--- config.mk ---
export PLATFORM = sky130hd
export DESIGN_NAME = step_pulse_decoder
export DESIGN_NICKNAME = d
export VERILOG_FILES = /design/src/rtl/step_pulse_decoder.sv
export SDC_FILE = /design/constraint.sdc
export NUM_CORES = 1
export LEC_CHECK = 0
export BUFFER_PORTS_ARGS = -buffer_cell sky130_fd_sc_hd__buf_2
export CAP_MARGIN = 20
export CORE_AREA = 5 5 136 138
export CTS_CLUSTER_SIZE = 16
export DETAILED_ROUTE_END_ITERATION = 7
export DIE_AREA = 0 0 141 143
export PLACE_DENSITY = 0.74
export SLEW_MARGIN = 20
export SYNTH_ARGS = -nofsm -noshare
export SYNTH_HDL_FRONTEND = slang
export SYNTH_SLANG_ARGS = --single-unit
--- constraint.sdc ---
create_clock -name clk -period 7.4 [get_ports clk]
set_clock_uncertainty 0.15 [all_clocks]
set_input_delay 1.48 -clock clk [delete_from_list [all_inputs] [get_ports clk]]
set_output_delay 1.48 -clock clk [all_outputs]
set_load 0.02 [all_outputs]
--- src/rtl/step_pulse_decoder.sv ---
// step_pulse_decoder: rebuilds axis position, step period and direction from
// the CW/CCW step pulse pair. It also flags overlapping and runt pulses.
// Each channel is synchronised, qualified by a minimum high time and counted
// once per pulse, however long the pulse is held high.
module step_pulse_decoder #(
  parameter int SYNC_STAGES      = 2,
  parameter int MIN_PULSE_CYCLES = 2,
  parameter int PERIOD_W         = 32,
  parameter int STALL_CYCLES     = 25000000
) (
  input  logic                clk,
  input  logic                rst,
  input  logic                CW,
  input  logic                CCW,
  input  logic                CW_polarity,
  input  logic                load,
  input  logic [31:0]         load_value,
  input  logic                clear_fault,
  output logic [31:0]         Location,
  output logic [31:0]         step_count,
  output logic [PERIOD_W-1:0] step_period,
  output logic                direction,
  output logic                moving,
  output logic                fault,
  output logic [1:0]          fault_code
);

  typedef enum logic [1:0] {
    IDLE     = 2'd0,
    QUAL     = 2'd1,
    WAIT_LOW = 2'd2
  } chan_state_e;

  // hi_cnt only has to hold values up to MIN_PULSE_CYCLES
  localparam int                 HC_W      = $clog2(MIN_PULSE_CYCLES + 1);
  localparam logic [HC_W-1:0]    MIN_CNT   = HC_W'(MIN_PULSE_CYCLES);
  localparam logic [PERIOD_W-1:0] STALL_CNT = PERIOD_W'(STALL_CYCLES);

  logic [1:0] chan_raw;   // bit 0 = CW, bit 1 = CCW
  logic [1:0] chan_s;     // synchronised channels
  logic [1:0] accept;     // one-cycle step acceptance per channel
  logic [1:0] runt;       // one-cycle runt detection per channel
  logic       overlap;

  assign chan_raw = {CCW, CW};
  assign overlap  = &chan_s;

  genvar gi;
  generate
    for (gi = 0; gi < 2; gi++) begin : g_chan
      logic [SYNC_STAGES-1:0] sync_q;
      chan_state_e            state_q, state_d;
      logic [HC_W-1:0]        hi_cnt_q, hi_cnt_d;
      logic                   acc, rnt;

      assign chan_s[gi] = sync_q[SYNC_STAGES-1];
      assign accept[gi] = acc;
      assign runt[gi]   = rnt;

      // synchroniser chain for the asynchronous step input
      always_ff @(posedge clk or negedge rst) begin
        if (!rst) sync_q <= '0;
        else      sync_q <= {sync_q[SYNC_STAGES-2:0], chan_raw[gi]};
      end

      // channel FSM state and high-time counter
      always_ff @(posedge clk or negedge rst) begin
        if (!rst) begin
          state_q  <= IDLE;
          hi_cnt_q <= '0;
        end else begin
          state_q  <= state_d;
          hi_cnt_q <= hi_cnt_d;
        end
      end

      // pulse qualification; an overlap parks the channel until it goes low
      always_comb begin
        state_d  = state_q;
        hi_cnt_d = hi_cnt_q;
        acc      = 1'b0;
        rnt      = 1'b0;
        if (overlap) begin
          state_d  = WAIT_LOW;
          hi_cnt_d = '0;
        end else begin
          case (state_q)
            IDLE: begin
              if (chan_s[gi]) begin
                if (MIN_PULSE_CYCLES == 1) begin
                  acc     = 1'b1;
                  state_d = WAIT_LOW;
                end else begin
                  state_d  = QUAL;
                  hi_cnt_d = HC_W'(1);
                end
              end
            end
            QUAL: begin
              if (chan_s[gi]) begin
                if (hi_cnt_q + HC_W'(1) >= MIN_CNT) begin
                  acc      = 1'b1;
                  state_d  = WAIT_LOW;
                  hi_cnt_d = '0;
                end else begin
                  hi_cnt_d = hi_cnt_q + HC_W'(1);
                end
              end else begin
                rnt      = 1'b1;
                state_d  = IDLE;
                hi_cnt_d = '0;
              end
            end
            WAIT_LOW: begin
              if (!chan_s[gi]) state_d = IDLE;
            end
            default: begin
              state_d  = IDLE;
              hi_cnt_d = '0;
            end
          endcase
        end
      end
    end
  endgenerate

  // At most one channel can accept per cycle, because accepting needs the
  // other channel low.
  logic step_any, step_up;
  assign step_any = |accept;
  assign step_up  = accept[0] ? ~CW_polarity : CW_polarity;

  logic [31:0]         loc_q, cnt_q;
  logic                dir_q, moving_q;
  logic [PERIOD_W-1:0] period_q, pcnt_q, pcnt_sat;
  logic [1:0]          fault_q;

  assign pcnt_sat = (pcnt_q == '1) ? pcnt_q : pcnt_q + PERIOD_W'(1);

  // position, step count and direction; a load overrides a same-cycle step
  always_ff @(posedge clk or negedge rst) begin
    if (!rst) begin
      loc_q <= '0;
      cnt_q <= '0;
      dir_q <= 1'b0;
    end else if (load) begin
      loc_q <= load_value;
    end else if (step_any) begin
      loc_q <= step_up ? loc_q + 32'd1 : loc_q - 32'd1;
      cnt_q <= cnt_q + 32'd1;
      dir_q <= step_up;
    end
  end

  // step period measurement and stall detection, independent of load
  always_ff @(posedge clk or negedge rst) begin
    if (!rst) begin
      pcnt_q   <= '0;
      period_q <= '0;
      moving_q <= 1'b0;
    end else if (step_any) begin
      period_q <= moving_q ? pcnt_sat : '0;
      pcnt_q   <= '0;
      moving_q <= 1'b1;
    end else begin
      pcnt_q <= pcnt_sat;
      if (pcnt_q >= STALL_CNT) begin
        moving_q <= 1'b0;
        period_q <= '0;
      end
    end
  end

  // sticky fault flags; a fresh event outranks a same-cycle clear
  always_ff @(posedge clk or negedge rst) begin
    if (!rst) fault_q <= '0;
    else      fault_q <= (clear_fault ? 2'b00 : fault_q) | {|runt, overlap};
  end

  assign Location    = loc_q;
  assign step_count  = cnt_q;
  assign step_period = period_q;
  assign direction   = dir_q;
  assign moving      = moving_q;
  assign fault_code  = fault_q;
  assign fault       = |fault_q;

endmodule

## Yosys cells after proc, flatten, opt, wreduce, memory -nomap -nowiden

Index checks and enable logic that the tools add are counted.

| word-level totals | value |
|---|---|
| bits in registers | 144 |
| input port bits | 39 |
| output and inout bits | 101 |
| word-level logic and storage cells | 97 |

| cells by class | value |
|---|---|
| $add $sub $neg | 6 |
| $lt $le $gt $ge | 3 |
| equality and inequality tests | 13 |
| multiplexer cells | 46 |
| bitwise logic cells | 3 |
| reductions and logical operators | 13 |

Operators by type and width:

| operator | number |
|---|---|
| $mux 32 | 8 |
| $add 32x1->32 const B | 3 |
| $mux 2 | 17 |
| $eq 32x32->1 const B | 1 |
| $ge 32x25->1 const B | 1 |
| $sub 32x1->32 const B | 1 |
| $pmux 2 s3 | 4 |
| $mux 1 | 17 |
| $ne 3x3->1 const B | 4 |
| $ne 4x4->1 const B | 2 |
| $reduce_and 2->1 | 4 |
| $reduce_and 3->1 | 2 |
| $reduce_or 2->1 | 3 |
| $add 2x1->2 const B | 2 |
| $eq 2x1->1 const B | 2 |
| $eq 2x2->1 const B | 2 |
| $ge 2x2->1 const B | 2 |
| $logic_not 2->1 | 2 |
| $ne 2x2->1 const B | 2 |
| $reduce_bool 2->1 | 2 |
| $not 1->1 | 2 |
| $or 2x2->2 | 1 |

## Logic depth before layout (Yosys ltp)

Gate-level depths: netlist of run 1.

| logic depth | value |
|---|---|
| depth in word-level cells | 10 |
| mapped depth | 16 |
| gate-level depth less buffers | 14 |

## Worst setup path after synthesis of run 1

No wires, ideal clock.

| timing path | value |
|---|---|
| path kind | input port to flip-flop |
| from | in CW_polarity |
| to | reg loc_q[26] (netlist: Location[26]) |
| setup time | 0.125 ns |
| data arrival time | 4.243 ns |
| data required time | 7.125 ns |
| setup slack | 2.882 ns |
| cell stages on the path | 13 |
| path buffers | 2 |
| cells stage by stage | or3_1 clkbuf_2 nand2_2 buf_2 xnor2_1 ha_1 nand2_1 nor3_1 o2111a_1 or4b_1 a21oi_2 xor2_1 mux2_2 |

| on the way | value |
|---|---|
| word-level cells in the longest chain between the ends | 5 |

Ends and longest elaborated chain:

| element | line | text |
|---|---|---|
| from (decl) | 15 | `input logic CW_polarity,` |
| $not 1->1 | 131 | `assign step_up = accept[0] ? ~CW_polarity : CW_polarity;` |
| $mux 1 * | 131 |  |
| $mux 32 * | 149 | `loc_q <= step_up ? loc_q + 32'd1 : loc_q - 32'd1;` |
| $mux 32 * | 148 | `end else if (step_any) begin` |
| $mux 32 * | 146 | `end else if (load) begin` |
| to (signal assigned) | 147 | `loc_q <= load_value;` |
| to (signal assigned) | 149 |  |
| to (decl) | 133 | `logic [31:0] loc_q, cnt_q;` |

Every way passes the cells marked *; elsewhere a longest branch is shown, timed or not. The select of a mux whose other input is x is not followed.
A chain may end at the register's enable or synchronous reset.

## Worst setup path in the final report of run 1

Same ends and word-level chain as after synthesis.

==> impl_metrics.prom, run 1 <==
# TYPE chip_impl_metric gauge
chip_impl_metric{name="dp.final_hpwl",unit="um"} 14740
chip_impl_metric{name="hold_viol",unit=""} 0
chip_impl_metric{name="postLayoutCellArea",unit="um^2"} 9350
chip_impl_metric{name="dr.pass1.iters",unit=""} 5
chip_impl_metric{name="floorplan.die.height",unit="um"} 143
chip_impl_metric{name="worst_slack_at_placement",unit="ns"} 2.309
chip_impl_metric{name="synth-seq-cells",unit=""} 144
chip_impl_metric{name="clock_sink_count",unit=""} 144
chip_impl_metric{name="grt_pass1_wl",unit="um"} 34990
chip_impl_metric{name="dieWidth",unit="um"} 141
chip_impl_metric{name="postSynth.asyncResetShare",unit="%"} 100.0
chip_impl_metric{name="worst-path-max-fanout",unit=""} 19
chip_impl_metric{name="post_synth_xor_area_fraction",unit="%"} 9.413
chip_impl_metric{name="cts_resized",unit=""} 0
chip_impl_metric{name="tritoncts.num_buffers",unit=""} 17
chip_impl_metric{name="post_synth_fa_ha_maj_area_fraction",unit="%"} 0.9492
chip_impl_metric{name="routed_via_density",unit=""} 5.833
chip_impl_metric{name="cp_slowest_stage_delay",unit="ns"} 0.61
chip_impl_info{name="min_path_type",value="flop to flop"} 1
chip_impl_info{name="run_status",value="finished clean"} 1
chip_impl_metric{name="clock_insertion_delay_worst_skew",unit="ns"} 0.42
chip_impl_info{name="rsz0062_at_grt",value="no"} 1
chip_impl_metric{name="setup_viol",unit=""} 0
chip_impl_metric{name="drt_drc_violations_left",unit=""} 0
chip_impl_info{name="crit_type",value="input pin to flop"} 1
chip_impl_metric{name="dr_total_vias",unit=""} 7052
chip_impl_info{name="crit_chain",value="buf_2 > or3_1 > nand2_2 > xnor2_1 > ha_1 > nand2_1 > nor3_1 > o2111a_1 > or4b_1 > a21oi_2 > xor2_1 > mux2_2"} 1
chip_impl_metric{name="detailroute.wirelength.met2",unit="um"} 10030
chip_impl_metric{name="cp.required",unit="ns"} 7.56
chip_impl_metric{name="tightest_slew",unit="ns"} 1.031
chip_impl_metric{name="path_clk_slew",unit="ns"} 0.06
chip_impl_metric{name="final-max-slew-violation-count",unit=""} 0
chip_impl_metric{name="drv.max_cap_violation_count",unit=""} 0
chip_impl_metric{name="tns",unit="ns"} 0
chip_impl_metric{name="dieArea",unit="um^2"} 20160
chip_impl_metric{name="multi_input_area",unit="um^2"} 4014
chip_impl_metric{name="nNetsFinal",unit=""} 1016
chip_impl_metric{name="post_synth_num_cell_types",unit=""} 64
chip_impl_metric{name="cts_htree_levels",unit=""} 4
chip_impl_metric{name="ys_seq_area_share",unit="%"} 45.56
chip_impl_metric{name="yosys_warnings",unit=""} 0
chip_impl_info{name="crit_path_start_kind",value="input pin"} 1
chip_impl_metric{name="standby_leakage_power",unit="nW"} 4.272
chip_impl_metric{name="final_core_util",unit="%"} 54.82
chip_impl_metric{name="std_cell_rows",unit=""} 48
chip_impl_metric{name="relSlewSlack",unit="%"} 30.62
chip_impl_metric{name="total_routing_usage_gr",unit="%"} 21.35
chip_impl_metric{name="clock_path_buffers",unit=""} 2
chip_impl_metric{name="nFillCells",unit=""} 1555
chip_impl_metric{name="power_per_cell_area",unit="nW/um^2"} 232.6
chip_impl_metric{name="io_buffers",unit=""} 139
chip_impl_info{name="top_signal_layer_used",value="met4"} 1
chip_impl_metric{name="post_cts_buffers",unit=""} 0
chip_impl_metric{name="synth_simple_gate_area_share",unit="%"} 23.59
chip_impl_info{name="ys_dominant_reg_cell",value="sky130_fd_sc_hd__dfrtp_1"} 1
chip_impl_metric{name="totalPowerFinal",unit="mW"} 2.175
chip_impl_metric{name="ioPinCount",unit=""} 140
chip_impl_metric{name="areaGrowthSynthToFinish",unit="%"} 18.22
chip_impl_metric{name="grt_max_degree",unit=""} 82
chip_impl_metric{name="period_minus_slack",unit="ns"} 4.747
chip_impl_info{name="end_kind",value="flop"} 1
chip_impl_metric{name="detailed_place.area",unit="um^2"} 8725
chip_impl_metric{name="antenna_cells_inserted",unit=""} 0
chip_impl_info{name="synth_top_family_by_area",value="simple AND/OR/NAND/NOR gates"} 1
chip_impl_info{name="cpMaxStageDelayCell",value="sky130_fd_sc_hd__or3_1"} 1
chip_impl_metric{name="worst-endpoint-arrival",unit="ns"} 4.90
chip_impl_metric{name="effective_utilization_at_floorplan",unit="%"} 46.37
chip_impl_metric{name="final_weighted_congestion_in_routability_driven_placement",unit=""} 0.9511
chip_impl_metric{name="first_global_vias",unit=""} 6778
chip_impl_metric{name="synth.avg_cell_area",unit="um^2"} 9.175
chip_impl_metric{name="fraction_of_layout_cells_with_a_size_suffix_above_1",unit="%"} 20.43
chip_impl_info{name="clockRootBuffer",value="sky130_fd_sc_hd__clkbuf_16"} 1
chip_impl_metric{name="globalRoute.totalOverflow",unit=""} 0
chip_impl_metric{name="area_of_the_core",unit="um^2"} 17060
chip_impl_metric{name="vdd.ir_drop.worst",unit="uV"} 151.2
chip_impl_metric{name="achievable-frequency",unit="MHz"} 210.7
chip_impl_metric{name="ctsHoldBuffers",unit=""} 0
chip_impl_metric{name="antenna_found_initial",unit=""} 0
chip_impl_metric{name="wl_per_cell",unit="um"} 17.66
chip_impl_metric{name="drt_iter0_drcs",unit=""} 706
chip_impl_metric{name="total_length_of_routed_wires",unit="um"} 21350
chip_impl_metric{name="dr_wl_met3",unit="um"} 1544
chip_impl_metric{name="seqCellArea",unit="um^2"} 3603
chip_impl_metric{name="synth_mux_area_share",unit="%"} 2.990
chip_impl_metric{name="timing.final.crit_share",unit="%"} 64.15
chip_impl_metric{name="final_critical_path_setup_slack",unit="ns"} 2.653
chip_impl_metric{name="syn_inst",unit=""} 862
chip_impl_metric{name="mappedNetlistArea",unit="um^2"} 7909
chip_impl_metric{name="synth_compound_area_share",unit="%"} 13.64
chip_impl_info{name="cts_tree",value="built"} 1
chip_impl_metric{name="ant_nets",unit=""} 0
chip_impl_metric{name="met1Wirelength",unit="um"} 9401
chip_impl_metric{name="synthesis.nets",unit=""} 907
chip_impl_metric{name="synth-edff-count",unit=""} 0
-- worst paths after layout --
path                                      from             endpoint  cells past startpoint  slack [ns]
max                                CW_polarity         Location[26]                     12        2.65
min                        g_chan[1].sync_q[0]  g_chan[1].sync_q[1]                      0        0.19
max in group asynchronous                  rst         Location[23]                      2        4.87
min in group asynchronous                  rst            pcnt_q[6]                      1        0.95
min reg2reg                g_chan[1].sync_q[0]  g_chan[1].sync_q[1]                      0        0.19
max reg2reg                g_chan[0].sync_q[1]         Location[26]                     12        2.81
-- cell usage after synthesis, types with 4 or more instances --
cell,count,area [um^2]
sky130_fd_sc_hd__dfrtp_1,144,3603
sky130_fd_sc_hd__nand2_1,87,326.6
sky130_fd_sc_hd__nor2_1,76,285.3
sky130_fd_sc_hd__nand3_1,46,230.2
sky130_fd_sc_hd__clkbuf_1,44,165.2
sky130_fd_sc_hd__xnor2_1,44,385.4
sky130_fd_sc_hd__xor2_1,41,359.1
sky130_fd_sc_hd__a21oi_1,37,185.2
sky130_fd_sc_hd__o21ai_0,36,180.2
sky130_fd_sc_hd__nor3_1,34,170.2
sky130_fd_sc_hd__nand4_1,28,175.2
sky130_fd_sc_hd__inv_1,23,86.33
sky130_fd_sc_hd__o2bb2ai_1,22,192.7
sky130_fd_sc_hd__and3_1,21,131.4
sky130_fd_sc_hd__or3_1,14,87.58
sky130_fd_sc_hd__mux2_2,13,146.4
sky130_fd_sc_hd__nor4_1,13,81.33
sky130_fd_sc_hd__mux2i_1,9,90.09
sky130_fd_sc_hd__or4_1,9,67.56
sky130_fd_sc_hd__a211o_1,8,70.07
sky130_fd_sc_hd__and2_1,7,43.79
sky130_fd_sc_hd__and4_1,7,61.31
sky130_fd_sc_hd__o21a_1,7,52.55
sky130_fd_sc_hd__o32ai_1,7,61.31
sky130_fd_sc_hd__buf_2,6,30.03
sky130_fd_sc_hd__ha_1,6,75.07
sky130_fd_sc_hd__a21o_1,5,37.54
sky130_fd_sc_hd__a31oi_1,5,31.28
sky130_fd_sc_hd__nand2b_1,5,31.28
sky130_fd_sc_hd__or2_2,5,31.28
sky130_fd_sc_hd__a211oi_1,4,30.03
sky130_fd_sc_hd__o2111ai_1,4,35.03
-- worst max-delay path: cells and delay by family --
kind	cells	cell delay [ns]
adder cells (fa/ha/maj)	1	0.25
XOR/XNOR	2	0.25
multiplexers	1	0.26
buffers and inverters	1	0.13
AO/OA/AOI/OAI	2	0.51
AND/OR/NAND/NOR	5	1.99
-- registers in the layout (all words and copies together), names as in the netlist --
| name | count |
|---|---|
| Location | 32 |
| pcnt_q | 32 |
| step_count | 32 |
| step_period | 32 |
| g_chan.hi_cnt_q | 4 |
| g_chan.state_q | 4 |
| g_chan.sync_q | 4 |
| fault_code | 2 |
| direction | 1 |
| moving | 1 |
-- metrics by stage --
step	hold slack [ns]	std cells
finish	0.1925	1209
global route	0.2069	1209
CTS	0.1950	1209
detailed placement	0.1862	1177
global placement	0.1862	1177
floorplan	0.1812	862
-- power breakdown --
part / leakage [nW] / internal (mW) / total, mW / switching [mW]
sequential: 1.88 / 0.849 / 0.941 / 0.0919
clock: 0.297 / 0.561 / 0.901 / 0.340
combinational: 2.09 / 0.118 / 0.333 / 0.215
-- cells in the final DEF (no fill, tap or decap), types with 8 or more instances in the layout --
| master | count |
|---|---|
| sky130_fd_sc_hd__and3_1 | 21 |
| sky130_fd_sc_hd__mux2_2 | 13 |
| sky130_fd_sc_hd__dfrtp_1 | 144 |
| sky130_fd_sc_hd__a211o_1 | 8 |
| sky130_fd_sc_hd__mux2i_1 | 9 |
| sky130_fd_sc_hd__xnor2_1 | 44 |
| sky130_fd_sc_hd__nand2_1 | 87 |
| sky130_fd_sc_hd__nor4_1 | 13 |
| sky130_fd_sc_hd__buf_2 | 138 |
| sky130_fd_sc_hd__xor2_1 | 41 |
| sky130_fd_sc_hd__o21ai_0 | 36 |
| sky130_fd_sc_hd__or4_1 | 9 |
| sky130_fd_sc_hd__a21oi_1 | 37 |
| sky130_fd_sc_hd__o2bb2ai_1 | 22 |
| sky130_fd_sc_hd__nand3_1 | 46 |
| sky130_fd_sc_hd__nor2_1 | 76 |
| sky130_fd_sc_hd__nand4_1 | 28 |
| sky130_fd_sc_hd__inv_1 | 23 |
| sky130_fd_sc_hd__nor3_1 | 34 |
| sky130_fd_sc_hd__or3_1 | 14 |
| sky130_fd_sc_hd__clkbuf_16 | 17 |
-- cell families (layout without fill, tap and decap cells) --
logic type / Yosys count / after routing
flip-flops: 144 / 144
XOR/XNOR: 85 / 85
buffers and inverters: 77 / 199
AO/OA/AOI/OAI: 159 / 159
multiplexers: 22 / 22
adder cells (fa/ha/maj): 6 / 6
AND/OR/NAND/NOR: 369 / 369
-- layer usage --
metal | vias up | track usage (%)
met5 | - | 0
met4 | 0 | 7.139
met3 | 47 | 4.789
met2 | 315 | 33.80
met1 | 3370 | 29.26
li1 | 3320 | -
-- cell type report --
cell class	count	share of cell area, %
sequential	144	38.54
timing repair buffer	144	7.908
multi-input combinational	641	42.93
tap	225	3.011
inverter	23	0.9233
clock buffer	21	5.031
clock inverter	11	1.659
No activity file was read; power rests on OpenSTA's default activity.
==> run 2, diff against run 1 <==
--- a/config.mk
+++ b/config.mk
@@ -5,13 +5,14 @@
 export SDC_FILE = /design/constraint.sdc
 export NUM_CORES = 1
 export LEC_CHECK = 0
+export ABC_AREA = 1
 export BUFFER_PORTS_ARGS = -buffer_cell sky130_fd_sc_hd__buf_2
 export CAP_MARGIN = 20
-export CORE_AREA = 5 5 136 138
+export CORE_AREA = 5 5 145 147
 export CTS_CLUSTER_SIZE = 16
 export DETAILED_ROUTE_END_ITERATION = 7
-export DIE_AREA = 0 0 141 143
-export PLACE_DENSITY = 0.74
+export DIE_AREA = 0 0 150 152
+export PLACE_DENSITY = 0.76
 export SLEW_MARGIN = 20
 export SYNTH_ARGS = -nofsm -noshare
 export SYNTH_HDL_FRONTEND = slang
==> constraint.sdc (replaced) <==
create_clock -name clk -period 3.8 [get_ports clk]
set_clock_uncertainty 0.15 [all_clocks]
set_input_delay 0.76 -clock clk [delete_from_list [all_inputs] [get_ports clk]]
set_output_delay 0.76 -clock clk [all_outputs]
set_load 0.02 [all_outputs]
==> impl_metrics.prom, run 2 <==
# TYPE chip_impl_metric gauge
chip_impl_metric{name="total_length_of_routed_wires",unit="um"} 24400
chip_impl_metric{name="globalRoute.totalOverflow",unit=""} 0
chip_impl_metric{name="cts_htree_levels",unit=""} 4
chip_impl_metric{name="relSlewSlack",unit="%"} 26.96
chip_impl_metric{name="mappedNetlistArea",unit="um^2"} 9021
chip_impl_metric{name="cts_resized",unit=""} 0
chip_impl_metric{name="std_cell_rows",unit=""} 52
chip_impl_metric{name="cp.required",unit="ns"} 3.97
chip_impl_metric{name="yosysTopAreaCellShare",unit="%"} 39.94
chip_impl_metric{name="ctsHoldBuffers",unit=""} 0
chip_impl_info{name="run_status",value="finished clean"} 1
chip_impl_metric{name="timing.final.crit_share",unit="%"} 85.42
chip_impl_metric{name="drt_drc_violations_left",unit=""} 0
chip_impl_info{name="ys_top_cells_by_area",value="sky130_fd_sc_hd__dfrtp_1 (40%), sky130_fd_sc_hd__nand2_1 (13%), sky130_fd_sc_hd__xor2_1 (5.9%)"} 1
chip_impl_metric{name="clock_path_buffers",unit=""} 2
chip_impl_metric{name="post_synth_num_cell_types",unit=""} 50
chip_impl_info{name="synth.cells.most_frequent",value="sky130_fd_sc_hd__nand2_1 (303), sky130_fd_sc_hd__dfrtp_1 (144), sky130_fd_sc_hd__inv_1 (122)"} 1
chip_impl_metric{name="dp.final_hpwl",unit="um"} 18270
chip_impl_info{name="clockRootBuffer",value="sky130_fd_sc_hd__clkbuf_16"} 1
chip_impl_metric{name="io_buffers",unit=""} 139
chip_impl_metric{name="path_clk_slew",unit="ns"} 0.06
chip_impl_metric{name="clock_insertion_delay_worst_skew",unit="ns"} 0.43
chip_impl_info{name="crit_type",value="flop to flop"} 1
chip_impl_metric{name="synth-edff-count",unit=""} 0
chip_impl_metric{name="nNetsFinal",unit=""} 1353
chip_impl_info{name="synth_top_cell_by_area",value="sky130_fd_sc_hd__dfrtp_1"} 1
chip_impl_metric{name="first_global_vias",unit=""} 8153
chip_impl_metric{name="standby_leakage_power",unit="nW"} 5.274
chip_impl_metric{name="drv.max_cap_violation_count",unit=""} 0
chip_impl_metric{name="final_weighted_congestion_in_routability_driven_placement",unit=""} 0.9218
chip_impl_metric{name="area_of_the_core",unit="um^2"} 19780
chip_impl_metric{name="vdd.ir_drop.worst",unit="uV"} 304.8
chip_impl_metric{name="grt_pass1_wl",unit="um"} 40300
chip_impl_metric{name="post_cts_buffers",unit=""} 0
chip_impl_metric{name="postSynth.asyncResetShare",unit="%"} 100.0
chip_impl_info{name="cts_tree",value="built"} 1
chip_impl_metric{name="worst-endpoint-arrival",unit="ns"} 3.41
chip_impl_metric{name="dr_total_vias",unit=""} 8348
chip_impl_metric{name="comb_power_share",unit="%"} 21.7
chip_impl_metric{name="dieArea",unit="um^2"} 22800
chip_impl_metric{name="total_routing_usage_gr",unit="%"} 21.72
chip_impl_metric{name="synthesis.nets",unit=""} 1227
chip_impl_metric{name="hold_slack",unit="ns"} 0.1987
chip_impl_metric{name="wl_per_cell",unit="um"} 15.35
chip_impl_info{name="min_path_type",value="flop to flop"} 1
chip_impl_metric{name="cell_internal_pwr",unit="mW"} 3.000
chip_impl_metric{name="power_frac_seq",unit="%"} 40.9
chip_impl_info{name="crit_path_start_kind",value="flop"} 1
chip_impl_metric{name="clock_sink_count",unit=""} 144
chip_impl_metric{name="ys_seq_area_share",unit="%"} 39.94
chip_impl_metric{name="areaGrowthSynthToFinish",unit="%"} 16.49
chip_impl_metric{name="achievable-frequency",unit="MHz"} 308.1
chip_impl_info{name="end_kind",value="flop"} 1
chip_impl_info{name="ys_dominant_reg_cell",value="sky130_fd_sc_hd__dfrtp_1"} 1
chip_impl_metric{name="tns",unit="ns"} 0
chip_impl_metric{name="setup_viol",unit=""} 0
chip_impl_metric{name="dr.pass1.iters",unit=""} 5
chip_impl_metric{name="drt_iter0_drcs",unit=""} 559
chip_impl_metric{name="synth-seq-cells",unit=""} 144
chip_impl_metric{name="grt_max_degree",unit=""} 110
chip_impl_metric{name="antenna_cells_inserted",unit=""} 0
chip_impl_metric{name="floorplan.die.height",unit="um"} 152
chip_impl_info{name="synth.most_common_cell",value="sky130_fd_sc_hd__nand2_1"} 1
chip_impl_metric{name="hold_viol",unit=""} 0
chip_impl_metric{name="period_minus_slack",unit="ns"} 3.246
chip_impl_metric{name="power.switching",unit="mW"} 1.543
chip_impl_metric{name="ioPinCount",unit=""} 140
chip_impl_metric{name="tritoncts.num_buffers",unit=""} 17
chip_impl_metric{name="syn_inst",unit=""} 1182
chip_impl_metric{name="effective_utilization_at_floorplan",unit="%"} 45.61
chip_impl_metric{name="fraction_of_layout_cells_with_a_size_suffix_above_1",unit="%"} 18.26
chip_impl_metric{name="dieWidth",unit="um"} 150
chip_impl_info{name="mostFrequentLayoutCells",value="sky130_fd_sc_hd__nand2_1 (303), sky130_fd_sc_hd__dfrtp_1 (144), sky130_fd_sc_hd__buf_2 (138)"} 1
chip_impl_metric{name="power_per_cell_area",unit="nW/um^2"} 432.3
chip_impl_metric{name="yosys_warnings",unit=""} 0
chip_impl_metric{name="synth.avg_cell_area",unit="um^2"} 7.632
chip_impl_metric{name="final-max-slew-violation-count",unit=""} 0
chip_impl_metric{name="ant_nets",unit=""} 0
chip_impl_info{name="leading_cell_type_in_the_layout_fill_and_taps_excluded",value="sky130_fd_sc_hd__nand2_1"} 1
chip_impl_info{name="rsz0062_at_grt",value="no"} 1
chip_impl_metric{name="power.share.switching",unit="%"} 33.96
chip_impl_metric{name="worst-path-max-fanout",unit=""} 34
chip_impl_metric{name="clockPowerShare",unit="%"} 37.4
chip_impl_metric{name="routed_via_density",unit=""} 5.250
chip_impl_metric{name="tightest_slew",unit="ns"} 1.094
chip_impl_metric{name="antenna_found_initial",unit=""} 0
==> run 2: cell types whose count changed after synthesis, sizes merged, moves of 14 or more <==
cell	delta
a22oi	+29
and3	-21
clkbuf	-23
inv	+102
nand2	+242
nand3	+19
nor2	+65
o21ai	+27
o2bb2ai	-22
o41ai	+26
or3	-14
xnor2	-27
xor2	+20
==> run 2: stage by stage <==
step	util (%)	area (um^2)	setup slack, ns	total power, mW	std cells
3_5_place_dp	50.14	9917	0.5558	2.867	1559
3_3_place_gp	50.14	9917	0.6313	2.851	1559
4_1_cts	53.12	10510	0.5466	4.571	1590
5_1_grt	53.13	10510	0.2681	4.790	1590
2_1_floorplan	-	9021	1.248	2.535	1182
6_report	53.13	10510	0.5541	4.543	1590
==> run 2: area by class of cell <==
class                      instances  area (um^2)
fill                            1964         9270
multi-input combinational        873         4745
sequential                       144         3603
timing repair buffer             147        764.5
inverter                         125        469.2
clock buffer                      18        439.2
tap                              270        337.8
clock inverter                    13        150.1
==> run 2: power by group through the flow <==
stage / Sequential, mW / Combinational, mW / Clock [mW]
CTS: 1.85 / 0.995 / 1.72
detailed placement: 1.88 / 0.991 / 0
finish: 1.86 / 0.985 / 1.70
global placement: 1.87 / 0.976 / 0
floorplan: 1.93 / 0.607 / 0
global route: 1.88 / 1.11 / 1.80
==> run 2: final timing paths <==
| check | end | slack, ns | from | cells past startpoint |
|---|---|---|---|---|
| max | Location[26] | 0.55 | g_chan[0].hi_cnt_q[1] | 17 |
| min | g_chan[0].sync_q[1] | 0.20 | g_chan[0].sync_q[0] | 0 |
| max reg2reg | Location[26] | 0.55 | g_chan[0].hi_cnt_q[1] | 17 |
| min reg2reg | g_chan[0].sync_q[1] | 0.20 | g_chan[0].sync_q[0] | 0 |
| max in group asynchronous | step_period[21] | 2.42 | rst | 2 |
| min in group asynchronous | step_period[8] | 0.30 | rst | 1 |
==> run 2: cell families after synthesis <==
logic type / share of synthesized area, %
AOI/OAI and AO/OA: 12.95
xor gates and xnor gates: 8.322
adders and majority gates: 0.8322
buffers and inverters: 7.517
DFF: 39.94
and+or+nand+nor: 30.43
==> run 2: critical path: stages, from the launching register on <==
cell                      delay (ns)
sky130_fd_sc_hd__dfrtp_1        0.32
sky130_fd_sc_hd__inv_1          0.05
sky130_fd_sc_hd__ha_1           0.35
sky130_fd_sc_hd__nand2_2        0.09
sky130_fd_sc_hd__nor2_4         0.16
sky130_fd_sc_hd__nand2_1        0.11
sky130_fd_sc_hd__nand2_2        0.48
sky130_fd_sc_hd__buf_4          0.40
sky130_fd_sc_hd__nand2_1        0.08
sky130_fd_sc_hd__nand2_1        0.18
sky130_fd_sc_hd__nor2_1         0.10
sky130_fd_sc_hd__nand2_1        0.12
sky130_fd_sc_hd__nor2_1         0.06
sky130_fd_sc_hd__and2_1         0.13
sky130_fd_sc_hd__nand2_1        0.09
sky130_fd_sc_hd__nand3_1        0.09
sky130_fd_sc_hd__nand3_1        0.11
sky130_fd_sc_hd__nand2_1        0.07
==> run 2: metal layers <==
| layer | vias to the layer above | wire length [um] | global-route usage (%) |
|---|---|---|---|
| met3 | 37 | 1206 | 3.724 |
| li1 | 4145 | - | - |
| met4 | 0 | 429 | 6.667 |
| met5 | - | 0 | 0 |
| met2 | 240 | 11890 | 36.82 |
| met1 | 3926 | 10870 | 28.34 |
==> run 3, diff against run 2 <==
--- a/config.mk
+++ b/config.mk
@@ -5,14 +5,13 @@
 export SDC_FILE = /design/constraint.sdc
 export NUM_CORES = 1
 export LEC_CHECK = 0
-export ABC_AREA = 1
 export BUFFER_PORTS_ARGS = -buffer_cell sky130_fd_sc_hd__buf_2
 export CAP_MARGIN = 20
-export CORE_AREA = 5 5 145 147
+export CORE_AREA = 5 5 136 138
 export CTS_CLUSTER_SIZE = 16
 export DETAILED_ROUTE_END_ITERATION = 7
-export DIE_AREA = 0 0 150 152
-export PLACE_DENSITY = 0.76
+export DIE_AREA = 0 0 141 143
+export PLACE_DENSITY = 0.77
 export SLEW_MARGIN = 20
 export SYNTH_ARGS = -nofsm -noshare
 export SYNTH_HDL_FRONTEND = slang
==> impl_metrics.prom, run 3 (same netlist as run 1, synthesis figures left out) <==
# TYPE chip_impl_metric gauge
chip_impl_info{name="run_status",value="finished clean"} 1
chip_impl_metric{name="grt_pass1_wl",unit="um"} 36150
chip_impl_info{name="end_kind",value="flop"} 1
chip_impl_metric{name="tns",unit="ns"} 0
chip_impl_metric{name="wl_per_cell",unit="um"} 18.07
chip_impl_metric{name="relSlewSlack",unit="%"} 40.73
chip_impl_info{name="min_path_type",value="input pin to asynchronous set/reset pin"} 1
chip_impl_metric{name="effective_utilization_at_floorplan",unit="%"} 46.37
chip_impl_metric{name="drt_drc_violations_left",unit=""} 0
chip_impl_metric{name="vdd.ir_drop.worst",unit="uV"} 311.0
chip_impl_metric{name="dp.final_hpwl",unit="um"} 15920
chip_impl_metric{name="globalRoute.totalOverflow",unit=""} 0
chip_impl_metric{name="grt_max_degree",unit=""} 70
chip_impl_metric{name="ctsHoldBuffers",unit=""} 0
chip_impl_metric{name="routed_via_density",unit=""} 5.794
chip_impl_metric{name="cts_resized",unit=""} 0
chip_impl_metric{name="clock_path_buffers",unit=""} 2
chip_impl_metric{name="dr.pass1.iters",unit=""} 5
chip_impl_info{name="clockRootBuffer",value="sky130_fd_sc_hd__clkbuf_16"} 1
chip_impl_metric{name="ant_nets",unit=""} 0
chip_impl_metric{name="areaGrowthSynthToFinish",unit="%"} 19.87
chip_impl_metric{name="hold_viol",unit=""} 0
chip_impl_metric{name="final-max-slew-violation-count",unit=""} 0
chip_impl_metric{name="floorplan.die.height",unit="um"} 143
chip_impl_metric{name="hold_slack",unit="ns"} 0.1921
chip_impl_metric{name="io_buffers",unit=""} 139
chip_impl_metric{name="nNetsFinal",unit=""} 1037
chip_impl_metric{name="detailroute.wirelength.met2",unit="um"} 10570
chip_impl_metric{name="total_length_of_routed_wires",unit="um"} 22240
chip_impl_metric{name="ioPinCount",unit=""} 140
chip_impl_metric{name="worst-path-max-fanout",unit=""} 5
chip_impl_metric{name="dr_wl_met3",unit="um"} 1512
chip_impl_info{name="crit_type",value="flop to flop"} 1
chip_impl_metric{name="dieArea",unit="um^2"} 20160
chip_impl_info{name="cts_tree",value="built"} 1
chip_impl_metric{name="drt_iter0_drcs",unit=""} 627
chip_impl_metric{name="final_weighted_congestion_in_routability_driven_placement",unit=""} 0.9212
chip_impl_metric{name="timing.final.crit_share",unit="%"} 94.28
chip_impl_info{name="mostFrequentLayoutCells",value="sky130_fd_sc_hd__dfrtp_1 (144), sky130_fd_sc_hd__buf_2 (138), sky130_fd_sc_hd__nand2_1 (87)"} 1
chip_impl_metric{name="first_global_vias",unit=""} 7080
chip_impl_metric{name="dieWidth",unit="um"} 141
chip_impl_metric{name="tightest_slew",unit="ns"} 0.8809
chip_impl_metric{name="dpl.cell_count",unit=""} 1198
chip_impl_metric{name="fraction_of_layout_cells_with_a_size_suffix_above_1",unit="%"} 22.29
chip_impl_metric{name="period_minus_slack",unit="ns"} 3.583
chip_impl_metric{name="path_clk_slew",unit="ns"} 0.07
chip_impl_info{name="leading_cell_type_in_the_layout_fill_and_taps_excluded",value="sky130_fd_sc_hd__dfrtp_1"} 1
chip_impl_metric{name="total_routing_usage_gr",unit="%"} 22.23
chip_impl_info{name="crit_path_start_kind",value="flop"} 1
chip_impl_info{name="rsz0062_at_grt",value="no"} 1
chip_impl_metric{name="postLayoutCellArea",unit="um^2"} 9480
chip_impl_metric{name="area_of_the_core",unit="um^2"} 17060
chip_impl_metric{name="instances_no_fill",unit=""} 1231
chip_impl_metric{name="std_cell_rows",unit=""} 48
chip_impl_info{name="top_signal_layer_used",value="met4"} 1
chip_impl_metric{name="met1Wirelength",unit="um"} 9531
chip_impl_metric{name="cp.required",unit="ns"} 3.95
chip_impl_metric{name="post_cts_buffers",unit=""} 0
chip_impl_metric{name="tritoncts.num_buffers",unit=""} 17
chip_impl_metric{name="dr_total_vias",unit=""} 7133
chip_impl_metric{name="drv.max_cap_violation_count",unit=""} 0
chip_impl_metric{name="power_per_cell_area",unit="nW/um^2"} 431.7
chip_impl_metric{name="clock_sink_count",unit=""} 144
chip_impl_metric{name="setup_viol",unit=""} 0
chip_impl_metric{name="clock_insertion_delay_worst_skew",unit="ns"} 0.42
chip_impl_metric{name="cts_htree_levels",unit=""} 4
chip_impl_metric{name="nFillCells",unit=""} 1561
chip_impl_metric{name="achievable-frequency",unit="MHz"} 279.1
chip_impl_metric{name="worst-endpoint-arrival",unit="ns"} 3.73
chip_impl_metric{name="antenna_found_initial",unit=""} 0
chip_impl_metric{name="standby_leakage_power",unit="nW"} 4.355
chip_impl_metric{name="detailed_place.area",unit="um^2"} 8920
-- run 3: changes by cell type in the layout (fill, tap and decap cells not counted), moves of 20 or more --
cell / delta
sky130_fd_sc_hd__nand2_1: -216
sky130_fd_sc_hd__xnor2_1: +27
sky130_fd_sc_hd__and3_1: +21
sky130_fd_sc_hd__o41ai_1: -26
sky130_fd_sc_hd__xor2_1: -20
sky130_fd_sc_hd__nand2_2: -23
sky130_fd_sc_hd__inv_1: -99
sky130_fd_sc_hd__o2bb2ai_1: +22
sky130_fd_sc_hd__nor2_1: -41
sky130_fd_sc_hd__a22oi_1: -29
-- run 3: critical path: stages, from the launching register on --
cell and delay, ns:
sky130_fd_sc_hd__dfrtp_1 0.42, sky130_fd_sc_hd__or3b_1 0.43, sky130_fd_sc_hd__o21ai_0 0.36, sky130_fd_sc_hd__nand2_4 0.09
sky130_fd_sc_hd__xnor2_1 0.16, sky130_fd_sc_hd__ha_2 0.25, sky130_fd_sc_hd__nand2_1 0.09, sky130_fd_sc_hd__nor3_2 0.25
sky130_fd_sc_hd__o2111a_1 0.29, sky130_fd_sc_hd__or4b_1 0.47, sky130_fd_sc_hd__a21oi_2 0.16, sky130_fd_sc_hd__xor2_1 0.08
sky130_fd_sc_hd__mux2_2 0.27
-- run 3: final cells by class --
cell class	instances	area, um^2	area share (%)
timing repair buffer	165	922.1	9.727
tap	225	281.5	2.970
clock inverter	14	128.9	1.359
clock buffer	18	429.2	4.527
inverter	23	86.33	0.9107
multi-input combinational	641	4026	42.47
antenna	1	2.502	0.02640
sequential	144	3603	38.01
-- run 3: worst paths after layout --
check	startpoint	endpoint	slack, ns	depth (start not counted)
min in group clk	g_chan[1].sync_q[0]	g_chan[1].sync_q[1]	0.20	0
max in group asynchronous	rst	step_count[14]	2.44	3
min	rst	step_period[8]	0.19	1
max	g_chan[0].state_q[1]	Location[26]	0.22	12
min reg2reg	g_chan[1].sync_q[0]	g_chan[1].sync_q[1]	0.20	0
max reg2reg	g_chan[0].state_q[1]	Location[26]	0.22	12
-- run 3: routing by layer --
metal | up-vias | GRT usage (%)
met3 | 65 | 3.851
met1 | 3409 | 29.74
met4 | 0 | 8.669
met2 | 311 | 36.29
li1 | 3348 | -
met5 | - | 0
-- run 3: per-stage QoR --
step	setup WS, ns	util (%)	total power [mW]
after global routing	0.06856	55.57	4.277
after global placement	0.2347	52.30	2.507
after CTS	0.2287	55.57	4.120
after floorplan	0.02660	-	2.249
final	0.2173	55.58	4.093
after detailed placement	0.1538	52.30	2.527
-- run 3: where the power goes --
group | internal, mW | switching, mW | total, mW
sequential | 1.65 | 0.174 | 1.83
combinational | 0.241 | 0.436 | 0.678
clock | 0.860 | 0.729 | 1.59
